$ cat config.mk
export PLATFORM = sky130hd
export DESIGN_NAME = regfile_wb_arbiter
export DESIGN_NICKNAME = d
export VERILOG_FILES = /design/src/rtl/regfile_wb_arbiter.sv
export SDC_FILE = /design/constraint.sdc
export NUM_CORES = 1
export LEC_CHECK = 0
export ABC_AREA = 1
export BUFFER_PORTS_ARGS = -buffer_cell sky130_fd_sc_hd__buf_2
export CAP_MARGIN = 20
export CORE_ASPECT_RATIO = 1.1
export CORE_MARGIN = 2
export CORE_UTILIZATION = 25
export CTS_CLUSTER_DIAMETER = 50
export CTS_CLUSTER_SIZE = 14
export DETAILED_ROUTE_END_ITERATION = 8
export RECOVER_POWER = 50
export SLEW_MARGIN = 40
export SYNTH_ARGS = -nofsm -noshare
export SYNTH_HDL_FRONTEND = slang
export SYNTH_SLANG_ARGS = --single-unit
$ cat constraint.sdc
create_clock -name clk -period 4.4 [get_ports clk]
set_input_delay 0.88 -clock clk [delete_from_list [all_inputs] [get_ports clk]]
set_output_delay 0.88 -clock clk [all_outputs]
set_load 0.01 [all_outputs]
$ cat src/rtl/regfile_wb_arbiter.sv
// Shares the register file's single write port among NREQ writeback requesters.
// Runs a zero-fill clear pass after reset or on init_start.
//
// state | meaning
// CLEAR | writing zero to x1..x(NREGS-1), one register per cycle; requests held off
// RUN   | round-robin arbitration, one accepted write per cycle
module regfile_wb_arbiter #(
    parameter int NREQ   = 2,
    parameter int DATA_W = 64,
    parameter int ADDR_W = 5,
    parameter int NREGS  = 32
) (
    input  logic                     clk,
    input  logic                     reset,
    input  logic [NREQ-1:0]          req_valid,
    input  logic [NREQ*ADDR_W-1:0]   req_rd,
    input  logic [NREQ*DATA_W-1:0]   req_data,
    output logic [NREQ-1:0]          req_ready,
    input  logic                     init_start,
    output logic                     init_busy,
    output logic                     rf_RegWrite,
    output logic [ADDR_W-1:0]        rf_rd,
    output logic [DATA_W-1:0]        rf_writeData,
    output logic [1:0]               grant_id
);

    typedef enum logic {CLEAR, RUN} state_t;

    state_t            state;
    logic [ADDR_W-1:0] clr_ptr;
    logic [1:0]        rr_ptr;

    logic [2*NREQ-1:0] valid_dbl;
    logic [NREQ-1:0]   valid_rot;
    logic [1:0]        gnt_off;
    logic [2:0]        gnt_sum;
    logic [1:0]        gnt_idx;
    logic              gnt_any;
    logic [1:0]        rr_next;
    logic              accept_ok;
    logic [ADDR_W-1:0] sel_rd;
    logic [DATA_W-1:0] sel_data;

    assign init_busy = (state == CLEAR);
    assign accept_ok = (state == RUN) && !init_start;

    // Rotate the valid vector so bit 0 is the requester at rr_ptr; the lowest set bit wins.
    assign valid_dbl = {req_valid, req_valid};

    always_comb begin
        valid_rot = valid_dbl[NREQ-1:0];
        gnt_any   = 1'b0;
        gnt_off   = 2'd0;
        gnt_sum   = 3'd0;
        gnt_idx   = 2'd0;
        valid_rot = NREQ'(valid_dbl >> rr_ptr);
        for (int k = NREQ - 1; k >= 0; k--) begin
            if (valid_rot[k]) begin
                gnt_any = 1'b1;
                gnt_off = 2'(k);
            end
        end
        gnt_sum = {1'b0, rr_ptr} + {1'b0, gnt_off};
        if (gnt_sum >= 3'(NREQ)) begin
            gnt_sum = gnt_sum - 3'(NREQ);
        end
        gnt_idx = gnt_sum[1:0];
    end

    always_comb begin
        sel_rd   = '0;
        sel_data = '0;
        for (int k = 0; k < NREQ; k++) begin
            if (gnt_idx == 2'(k)) begin
                sel_rd   = req_rd[k*ADDR_W +: ADDR_W];
                sel_data = req_data[k*DATA_W +: DATA_W];
            end
        end
    end

    always_comb begin
        req_ready = '0;
        for (int k = 0; k < NREQ; k++) begin
            req_ready[k] = accept_ok && gnt_any && (gnt_idx == 2'(k));
        end
    end

    assign rr_next = (gnt_idx == 2'(NREQ - 1)) ? 2'd0 : gnt_idx + 2'd1;

    always_ff @(posedge clk) begin
        if (reset) begin
            state        <= CLEAR;
            clr_ptr      <= ADDR_W'(1);
            rr_ptr       <= 2'd0;
            rf_RegWrite  <= 1'b0;
            rf_rd        <= '0;
            rf_writeData <= '0;
            grant_id     <= 2'd0;
        end else begin
            case (state)
                CLEAR: begin
                    rf_RegWrite  <= 1'b1;
                    rf_rd        <= clr_ptr;
                    rf_writeData <= '0;
                    clr_ptr      <= clr_ptr + ADDR_W'(1);
                    if (clr_ptr == ADDR_W'(NREGS - 1)) begin
                        state <= RUN;
                    end
                end
                RUN: begin
                    if (init_start) begin
                        state       <= CLEAR;
                        clr_ptr     <= ADDR_W'(1);
                        rf_RegWrite <= 1'b0;
                    end else if (gnt_any) begin
                        // x0 writes are accepted but never reach the register file.
                        rf_RegWrite  <= (sel_rd != '0);
                        rf_rd        <= sel_rd;
                        rf_writeData <= sel_data;
                        grant_id     <= gnt_idx;
                        rr_ptr       <= rr_next;
                    end else begin
                        rf_RegWrite <= 1'b0;
                    end
                end
                default: begin
                    state       <= CLEAR;
                    clr_ptr     <= ADDR_W'(1);
                    rf_RegWrite <= 1'b0;
                end
            endcase
        end
    end

endmodule

=== Word level (Yosys, flattened, before mapping) ===
Cells that the tools add are included.

* Bits in registers: 80
* Input port bits: 143
* Logic and storage cells: 53

* $add $sub $neg: 4
* Shift operators: 1
* Reduce and logical (&&, ||, !) cells: 9
* Equal/unequal tests: 5
* Bitwise gates (word level): 2
* Magnitude comparators: 1
* Multiplexer cells: 24

{| class="wikitable"
|+ Operators by type and width
! kind !! count
|-
| two-way mux 64 bit || 4
|-
| one-hot mux 64 bit (2 select lines) || 1
|-
| two-way mux 5 bit || 5
|-
| one-hot mux 5 bit (2 select lines) || 2
|-
| two-way mux 1 bit || 8
|-
| adder 5 x 1 -> 5 bit, second input constant || 1
|-
| equality test 5 bit, second input constant || 1
|-
| nonzero test 5 bit || 1
|-
| logical AND 1 bit || 4
|-
| two-way mux 2 bit || 2
|-
| inequality test 2 bit, second input constant || 2
|-
| one-hot mux 1 bit (2 select lines) || 2
|-
| right shift 4 x 2 -> 2 bit || 1
|-
| adder 2 x 1 -> 3 bit || 1
|-
| >= comparator 3 x 2 -> 1 bit, second input constant || 1
|-
| AND reduction 3 bit || 1
|-
| adder 2 x 1 -> 2 bit, second input constant || 1
|-
| equality test 2 x 1 -> 1 bit, second input constant || 1
|-
| zero test 2 bit || 1
|-
| inequality test 2 x 1 -> 1 bit, second input constant || 1
|-
| inverter 1 bit || 2
|-
| AND reduction 2 bit || 1
|-
| subtractor 2 bit, second input constant || 1
|-
| zero test 1 bit || 1
|}

=== Longest topological paths before layout ===
Gate-level depths: netlist (run 1).

* Depth after elaboration: 13
* Mapped depth: 18

=== Least setup slack after synthesis (run 1) ===
Ideal clock, no wire load.

* Path kind: input -> output
* Start point: input req_valid[1]
* End point: output req_ready[1]
* Path slack: 1.325 ns
* Arrival time: 2.195 ns
* Cell stages on the path: 11
* Path buffers: 1
* Cells stage by stage: nand2_1 nand2_1 a21oi_1 ha_1 inv_1 ha_1 inv_1 nand2_1 buf_2 nand3_4 nor2_1

* Cells in the longest elaborated chain, start to end: 8
* Elaborated cells between the ends (all ways): 12
* Those cells by class: add/sub (2); order compare (1); eq/ne (1); shift (1); mux (5); reduce/logical (2)

{| class="wikitable"
|+ Ends and longest elaborated chain
! what !! line !! source
|-
| from (decl) || 15 || <nowiki>input logic [NREQ-1:0] req_valid,</nowiki>
|-
| right shift 4 x 2 -> 2 bit (*) || 56 || <nowiki>valid_rot = NREQ'(valid_dbl >> rr_ptr);</nowiki>
|-
| two-way mux 1 bit (2 in a row) || 58 || <nowiki>if (valid_rot[k]) begin</nowiki>
|-
| adder 2 x 1 -> 3 bit || 63 || <nowiki>gnt_sum = {1'b0, rr_ptr} + {1'b0, gnt_off};</nowiki>
|-
| >= comparator 3 x 2 -> 1 bit / subtractor 2 bit (equally long branches) || 64, 65 ||
|-
| two-way mux 2 bit || 64 || <nowiki>if (gnt_sum >= 3'(NREQ)) begin</nowiki>
|-
| equality test 2 x 1 -> 1 bit || 84 || <nowiki>req_ready[k] = accept_ok && gnt_any && (gnt_idx == 2'(k));</nowiki>
|-
| logical AND 1 bit (*) || 84 ||
|-
| to (decl) || 18 || <nowiki>output logic [NREQ-1:0] req_ready,</nowiki>
|}

Mark *: on every way between the ends. The rest lies on a longest branch, timed or not.

=== Worst setup path in the final report (run 1) ===
* Start point: input req_valid[1]
* End point: output req_ready[0]

* Cells in the longest elaborated chain, start to end: 8
* Elaborated cells between the ends (all ways): 12
* Those cells by class: add/sub (2); order compare (1); shift (1); mux (5); reduce/logical (3)

{| class="wikitable"
|+ Ends and longest elaborated chain
! what !! line
|-
| right shift 4 x 2 -> 2 bit (*) || 56
|-
| two-way mux 1 bit (2 in a row) || 58
|-
| adder 2 x 1 -> 3 bit || 63
|-
| >= comparator 3 x 2 -> 1 bit / subtractor 2 bit (equally long branches) || 64, 65
|-
| two-way mux 2 bit || 64
|-
| zero test 2 bit || 84
|-
| logical AND 1 bit (*) || 84
|}

Marked as above.

==> results of run 1 <==
[worst max-delay path, stage by stage]
cell	delay, ns
buf_2	0.10
nand2_1	0.05
nand2_1	0.07
a21oi_1	0.16
ha_1	0.19
inv_1	0.04
ha_1	0.28
inv_1	0.04
nand2_1	0.30
nand2_2	0.15
nor3_1	0.23
buf_2	0.17
[cells in the final DEF (no fill, tap or decap), drive strengths merged]
cell      instances
o21ai             2
nor2             16
clkinvlp          2
inv              19
clkinv            3
ha                5
nand4             9
buf             153
dfxtp            80
nand2           306
a211oi            1
nor3              1
clkbuf           85
nand3            74
o21bai            1
a21oi            73
[how the worst max path moves through the flow]
stage | start | endpoint | slack (ns) | cells after the start
2_1_floorplan | req_valid[1] | req_ready[1] | 1.32 | 11
3_3_place_gp | req_valid[1] | req_ready[0] | 0.89 | 12
3_5_place_dp | req_valid[1] | req_ready[0] | 0.87 | 12
4_1_cts | req_valid[1] | req_ready[0] | 0.86 | 12
5_1_grt | req_valid[1] | req_ready[0] | 0.69 | 12
6_report | req_valid[1] | req_ready[0] | 0.85 | 12
[layout make-up]
| class | count | area, um^2 | share of cell area [%] |
|---|---|---|---|
| flip-flops and latches | 80 | 1600 | 29.1 |
| repair buffers | 226 | 1090 | 19.9 |
| well taps | 204 | 255 | 4.64 |
| multi-input cells | 488 | 2190 | 39.7 |
| clock inverters | 4 | 28.8 | 0.523 |
| clock buffers | 12 | 256 | 4.66 |
| inverters | 20 | 81.3 | 1.48 |
[routing by layer]
metal	up-vias	wire [um]	part of all wire (%)	global-route usage, %
met4	0	205	1.6	5.55
li1	2411	-	-	-
met2	137	6190	49	23.4
met3	12	710	5.6	3.20
met1	1980	5630	44	17.1
met5	-	0	0	0
[registers in the layout (all words and copies together), names as in the netlist]
register,flops
state,1
clr_ptr,5
rf_writeData,64
rf_rd,5
rf_RegWrite,1
rr_ptr,2
grant_id,2
[cell families (layout without fill, tap and decap cells)]
family	count (synthesis)	count (layout)
DFF	80	80
AOI/OAI and AO/OA	77	77
and+or+nand+nor	406	406
adders and majority gates	5	5
buffers and inverters	64	262
[synth_stat cells]
cell / count / area (um^2)
nand3_4: 1 / 17.5
nand2_1: 282 / 1060
buf_2: 26 / 130
o21bai_1: 1 / 7.51
nor2_2: 1 / 6.26
nand2_2: 24 / 150
nand3_1: 73 / 365
inv_6: 1 / 8.76
o21ai_0: 1 / 5.00
ha_1: 5 / 62.6
nand4_1: 9 / 56.3
inv_1: 17 / 63.8
dfxtp_1: 80 / 1600
inv_2: 1 / 3.75
nor2_1: 14 / 52.6
nor3_1: 1 / 5.00
nor2_4: 1 / 11.3
o21ai_2: 1 / 8.76
buf_12: 2 / 40.0
clkbuf_1: 10 / 37.5
a211oi_1: 1 / 7.51
clkinv_2: 1 / 5.00
buf_6: 6 / 67.6
a21oi_1: 73 / 365
[through the flow]
stage               std cells  hold slack (ns)  cell area (um^2)  util [%]  power [uW]
CTS                      1033            0.462              5580      34.2        1660
floorplan                 632            0.458              4140         -         857
detailed placement       1017            0.452              5290      32.5         936
global placement         1016            0.449              5280      32.4         937
global route             1034            0.478              5510      33.8        1720
finish                   1034            0.463              5510      33.8        1630
[power groups by stage]
stage / clock network, uW / logic, uW / registers [uW]
finish: 710 / 181 / 736
CTS: 740 / 185 / 735
global placement: 0 / 185 / 752
global route: 772 / 208 / 736
detailed placement: 0 / 184 / 751
floorplan: 0 / 106 / 752
==> run metrics, run 1 <==
status=complete, no violations; PwrDens=295 nW/um^2; R2R depth=15; crit path capture type=output pin; setup_tns=0 ns; clk root buf=clkbuf_16; WS Path Type=input port to output pin; setup ws final=0.851 ns; critical path startpoint category=input port; CTS Buffer Depth=2; clk slew on worst S/H paths=0.06 ns; Synth Instances=632; Fin. Hold Viols=0; Layout area overhead=33.1%; TritonCTS Buffers=9; Die ar.=17600 um^2; Site Rows=49; Pre-antenna DRT Iters=4; postcts setup bufs=0; Final setup viols=0; worst slew pin tran=1.48 ns; Die X=127 um; Clock Sinks=80; Net Sw Frac=24.6%; period utilization=80.7%; initial antenna violation count=0; CTS tree=yes; core area=16300 um^2; Warnings, synthesis=0; Final Critical Period=3.55 ns; Max Cap Viol=0; worst path required time=3.52 ns; maximum VDD drop=0.160 mV; fmax=282 MHz; maximum fanout along the worst path=11; initial core utilization=25.4%; H-Tree Depth=3; Yosys reg bits=80; layout cells sized above 1=24.1%; Post-Syn Nets=780; number of global-route vias before repair=4010; sw power=400 uW; # hold bufs at CTS=0; Reg power frac=45.2%; syn_area_per_cell=6.55 um^2; vias per cell=4.39; Worst Hold Class=register to register; routed vias=4540; Worst slew margin=1.10%; DRC violations left=0; drt total wl=12.7 mm; remaining antenna violation count=0; Logic pwr share=11.2%; worst-skew pair later-pin latency=0.33 ns; clock share of power=43.6%; Final #Nets=973; Port Buf Inserts=217; Yosys cell types=24; die height=139 um; pre-CTS setup slack=0.870 ns; hold worst-path end=rf_writeData[23]$_SDFFE_PP0P_; Worst R2R Start=rr_ptr[0]$_SDFFE_PP0P_; # diodes=0; post-synthesis mux area share=0%; r2r setup slk=1.67 ns; drt wl/cell=12.3 um; post-synthesis xor/xnor area fraction=0%; unrepaired setup endpoints after global routing=no; Final GP Congestion=0.736; Overall Global Routing Usage=13.9%; largest net degree at the start of global routing=75; PostCTS Resize Cnt=0; DRT iter0 DRCs=168; Top Ports=218; worst reg2reg path endpoint=rf_writeData[37]$_SDFFE_PP0P_; number of fill cells in the layout=1882; hold_sp=rf_writeData[23]$_SDFFE_PP0P_; area of the mapped netlist=4140 um^2; post-DP HPWL=9.00 mm; Int Power=1230 uW; CP arrival=2.67 ns; largest family of logic cells by synthesized area=simple AND/OR/NAND/NOR gates; Seq/Total Area, Yosys=38.7%; compound-gate portion of the synthesized area=9.53%; clock skew=0.00440 ns; Synth Area in Simple Gates=41.6%; total grt overflow=0; final slew viol count=0; Pleak=0.00250 uW; first-pass GRT wire length=19.8 mm; Hold Path Stages=2; Post-Synth Adder-Cell Area=1.51%
(Power assumes the default switching activity.)
==> inputs of run 2 (changes only) <==
Clock period 4.4 ns to 3.1 ns, I/O delays scaled along.
==> run metrics, run 2 (synthesized netlist as in run 1, its figures left out) <==
Final GP Congestion=0.744 (+1.1%); Largest regs=rf_writeData: 64 flops, clr_ptr: 5 flops, rf_rd: 5 flops; drt total wl=13.0 mm (+2.3%); Worst R2R Start=rr_ptr[0]$_SDFFE_PP0P_; Top Ports=218 (unchanged); Port Buf Inserts=217 (unchanged); design area=5660 um^2 (+2.8%); area occupied by multi-input gates=2190 um^2 (unchanged); period utilization=92.4%; Die X=127 um (unchanged); Die ar.=17600 um^2 (unchanged); Total Power=2570 uW (+58%); Worst slew margin=-20.4% (-21 points); worst-skew pair later-pin latency=0.34 ns (about the same); Largest register FFs=64 (unchanged); remaining antenna violation count=0 (unchanged); fmax=349 MHz; drt wl/cell=12.5 um (+1.7%); PwrDens=455 nW/um^2 (+54%); Fin. Hold Viols=0 (unchanged); crit path from=rr_ptr[0]$_SDFFE_PP0P_; Pleak=0.00257 uW (+2.7%); PostCTS Resize Cnt=0 (unchanged); setup_tns=0 ns (unchanged); die height=139 um (unchanged); total grt overflow=0 (unchanged); routed vias=4618 (+1.7%); first-pass GRT wire length=20.6 mm (+3.6%); placed cell area=5400 um^2 (+2.1%); core area=16300 um^2 (unchanged); Clock Sinks=80 (unchanged); Pre-antenna DRT Iters=4 (unchanged); worst path required time=2.48 ns (-1.04 ns); H-Tree Depth=3 (unchanged); commonest non-fill, non-tap cells in the layout=nand2_1 (282), buf_2 (144), dfxtp_1 (78), clkbuf_1 (75); unrepaired setup endpoints after global routing=no; number of global-route vias before repair=4214 (+5.1%); Final #Nets=979 (+0.62%); Final Critical Period=2.86 ns; maximum VDD drop=0.246 mV (+54%); vias per cell=4.44 (+1.1%); largest net degree at the start of global routing=51 (-32%); CTS tree=yes; Site Rows=49 (unchanged); CP arrival=2.24 ns (-0.43 ns); most common cell after layout, fill and taps aside=nand2_1; number of fill cells in the layout=1831 (-2.7%); placed cell count=1024 (+0.69%); # hold bufs at CTS=0 (unchanged); Worst Hold Class=register to register; clk root buf=clkbuf_16; post-DP HPWL=9.39 mm (+4.4%); Final setup viols=0 (unchanged); hold_sp=rf_writeData[15]$_SDFFE_PP0P_; crit path capture type=output pin; worst slew pin tran=1.81 ns (+0.322 ns); DRC violations left=0 (unchanged); postcts setup bufs=0 (unchanged); critical path startpoint category=register; failing checks=max-capacitance violations, max-slew violations; Overall Global Routing Usage=14.3% (+0.45 points); register area=1600 um^2 (about the same); WS Path Type=register to output pin; clk slew on worst S/H paths=0.06 ns (about the same); fin cells=1040 (+0.58%); Util after Layout=34.7% (+0.94 points); Max Cap Viol=1 (+1); status=finished with violations; initial antenna violation count=0 (unchanged); DRT iter0 DRCs=157 (-6.5%); initial core utilization=25.4% (unchanged); Layout area overhead=36.8%; maximum fanout along the worst path=10 (-1); CTS Buffer Depth=2 (unchanged); layout cells sized above 1=24.6% (+0.54 points); # diodes=0 (unchanged); final slew viol count=40 (+40); TritonCTS Buffers=9 (unchanged); clock skew=0.00462 ns (+0.000221 ns); Top reg by flops=rf_writeData
==> run 2: per-layer routing <==
| metal | global-route usage [%] | vias to the layer above | routed length, um |
|---|---|---|---|
| li1 | - | 2417 | - |
| met1 | 17.1 | 2034 | 5640 |
| met2 | 24.9 | 152 | 6350 |
| met3 | 4.17 | 15 | 839 |
| met4 | 4.28 | 0 | 195 |
| met5 | 0 | - | 0 |
==> run 2: final cells by class <==
type	count	area share, %
Multi-Input combinational cell	488	38.6
Clock buffer	10	4.22
Tap cell	204	4.51
Timing Repair Buffer	232	20.8
Sequential cell	80	28.3
Inverter	20	1.44
Clock inverter	6	2.03
==> run 2: worst paths after layout <==
check / end / slack (ns) / depth (start not counted)
min: rf_writeData[15]$_SDFFE_PP0P_ / 0.46 / 2
max reg2reg: rf_writeData[22]$_SDFFE_PP0P_ / 0.58 / 18
min reg2reg: rf_writeData[15]$_SDFFE_PP0P_ / 0.46 / 2
max: req_ready[1] / 0.24 / 14
==> run 2: power by group <==
group / switching (uW) / total [uW] / internal, uW / leakage [uW]
Combinational: 143 / 270 / 127 / 0.00176
Clock: 446 / 1260 / 813 / 0.000169
Sequential: 7.55 / 1040 / 1040 / 0.000647
==> run 2: critical path, stage by stage (launching register included) <==
cell and delay [ns]:
dfxtp_2 0.36, inv_1 0.07, nand2_1 0.06, nand2_1 0.07
a21oi_1 0.15, ha_1 0.19, inv_1 0.05, ha_1 0.28
nand2_1 0.06, inv_1 0.04, nand2_2 0.07, buf_4 0.17
nand3_4 0.11, nor2_1 0.10, buf_2 0.14
==> run 2: per-stage QoR <==
stage / setup WS, ns / hold slack (ns)
floorplan: 0.545 / 0.458
global placement: 0.289 / 0.449
detailed placement: 0.274 / 0.452
CTS: 0.172 / 0.463
global route: 0.0388 / 0.478
finish: 0.235 / 0.463
==> inputs of run 3 (changes only) <==
Settings changed: BUFFER_PORTS_ARGS -buffer_cell sky130_fd_sc_hd__buf_2 to unset, DONT_BUFFER_PORTS set to 1.
==> run metrics, run 3 (synthesized netlist as in run 1, its figures left out) <==
Fin. Hold Viols=0 (unchanged); worst path required time=2.48 ns (about the same); TritonCTS Buffers=9 (unchanged); layout cells sized above 1=9.28% (-15 points); postcts setup bufs=0 (unchanged); clock skew=0.00501 ns (+0.000389 ns); crit-path leading delay family=simple AND/OR/NAND/NOR gates; clock share of power=47.8% (-1.1 points); core area=16300 um^2 (unchanged); unrepaired setup endpoints after global routing=no; Pleak=0.00191 uW (-26%); Port Buf Inserts=0 (-100%); placed cell count=803 (-22%); status=complete, no violations; hold slack=0.346 ns (-0.117 ns); die height=139 um (unchanged); Top reg by flops=rf_writeData; drt total wl=11.5 mm (-12%); DRC violations left=0 (unchanged); Top Ports=218 (unchanged); critical path startpoint category=register; remaining antenna violation count=0 (unchanged); H-Tree Depth=3 (unchanged); number of fill cells in the layout=1831 (unchanged); Max Cap Viol=0 (-1); Worst Hold Class=input port to register; Logic pwr share=6.9% (-3.6 points); routed vias=3873 (-16%); setup_tns=0 ns (unchanged); first-pass GRT wire length=18.2 mm (-12%); highest-delay cell along the critical path=dfxtp_2; CP arrival=2.25 ns (about the same); maximum fanout along the worst path=11 (+1); number of global-route vias before repair=3480 (-17%); Die ar.=17600 um^2 (unchanged); Total Power=2310 uW (-10%); drt wl/cell=14.1 um (+12%); PostCTS Resize Cnt=0 (unchanged); Final #Nets=758 (-23%); Pre-antenna DRT Iters=5 (+1); initial antenna violation count=0 (unchanged); sw power=529 uW (-11%); CTS Buffer Depth=2 (unchanged); maximum VDD drop=0.235 mV (-4.6%); # diodes=0 (unchanged); commonest non-fill, non-tap cells in the layout=nand2_1 (282), dfxtp_1 (79), nand3_1 (73), a21oi_1 (73), nand2_2 (23); vias per cell=4.73 (+6.6%); worst slew pin tran=0.808 ns (-0.998 ns); total grt overflow=0 (unchanged); Largest register FFs=64 (unchanged); Final setup viols=0 (unchanged); Worst slew margin=46.1% (+67 points); worst-skew pair later-pin latency=0.34 ns (about the same); Final Critical Period=2.87 ns (+0.00170 ns); period utilization=92.5% (about the same); Reg power frac=45.3% (+4.7 points); Die X=127 um (unchanged); CTS tree=yes; CP max stage delay=0.35 ns (about the same); Layout area overhead=10.8%; final slew viol count=0 (-100%); most common cell after layout, fill and taps aside=nand2_1; clk slew on worst S/H paths=0.06 ns (about the same); # hold bufs at CTS=0 (unchanged); Site Rows=49 (unchanged); Overall Global Routing Usage=12.8% (-1.5 points); crit path capture type=output pin; fin cells=818 (-21%); largest net degree at the start of global routing=75 (+47%); Clock Sinks=80 (unchanged); Final GP Congestion=0.733 (-1.4%); initial core utilization=25.4% (unchanged); crit-path cells=inv_1 > nand2_1 > nand2_1 > a21oi_1 > ha_1 > inv_1 > ha_1 > nand2_1 > inv_1 > nand2_4 > nand2_2 > nor3_2 > buf_4; Largest regs=rf_writeData: 64 flops, clr_ptr: 5 flops, rf_rd: 5 flops; fmax=349 MHz (about the same); WP buf/inv=4 (-1); post-DP HPWL=7.86 mm (-16%); DRT iter0 DRCs=201 (+28%); Int Power=1780 uW (-9.8%); clk root buf=clkbuf_16; PwrDens=504 nW/um^2 (+11%); Net Sw Frac=22.9% (-0.29 points); WS Path Type=register to output pin
==> run 3: cell types whose count changed in the layout (fill, tap and decap cells not counted), sizes merged <==
cell	change
inv	-1
clkinv	+1
buf	-146
clkbuf	-73
bufinv	-2
clkinvlp	-1
==> run 3: metal layers <==
metal | vias to the layer above | GRT usage [%] | routed length [um]
met3 | 16 | 4.28 | 911
met1 | 1727 | 15.0 | 4910
met4 | 0 | 5.44 | 223
met2 | 149 | 21.5 | 5450
li1 | 1981 | - | -
met5 | - | 0 | 0
==> run 3: worst paths after layout <==
kind | slack [ns] | start | cells past startpoint | to
worst max-delay path | 0.23 | rr_ptr[0]$_SDFFE_PP0P_ | 13 | req_ready[0]
worst min-delay path | 0.35 | reset | 1 | rf_writeData[56]$_SDFFE_PP0P_
worst max register to register | 0.66 | rr_ptr[0]$_SDFFE_PP0P_ | 17 | rf_writeData[46]$_SDFFE_PP0P_
worst min register to register | 0.50 | rr_ptr[1]$_SDFFE_PP0P_ | 2 | rr_ptr[1]$_SDFFE_PP0P_
==> run 3: worst register-to-register path, stage by stage, from the launching register on <==
cell and delay [ns]:
dfxtp_2 0.35, inv_1 0.07, nand2_1 0.06, nand2_1 0.06, a21oi_1 0.13, ha_1 0.19, inv_1 0.05, ha_1 0.28
inv_1 0.04, nand2_1 0.08, buf_4 0.18, nand3_4 0.11, inv_6 0.19, buf_4 0.23, nand2_1 0.08, nand2_1 0.07
nand3_1 0.06, a21oi_1 0.15
==> run 3: layout make-up <==
type                            count  area, um^2  share of cell area [%]
Timing Repair Buffer               11         145                    3.17
Sequential cell                    80        1600                    35.0
Clock buffer                       12         267                    5.81
Tap cell                          204         255                    5.57
Clock inverter                      3        40.0                   0.873
Multi-Input combinational cell    488        2190                    47.9
Inverter                           20        81.3                    1.77
==> run 3: through the flow <==
stage	utilization, %	setup slack [ns]	area (um^2)
finish	28.1	0.234	4590
CTS	28.1	0.0357	4580
global placement	26.2	0.325	4270
global route	28.1	0.0363	4590
detailed placement	26.2	0.257	4270
floorplan	-	0.545	4140
==> run 3: power groups by stage <==
stage | clock [uW] | sequential [uW] | combinational, uW
final | 1110 | 1050 | 160
after global routing | 1190 | 1050 | 184
after CTS | 1140 | 1050 | 163
after detailed placement | 0 | 1070 | 162
after global placement | 0 | 1070 | 160
after floorplan | 0 | 1070 | 150
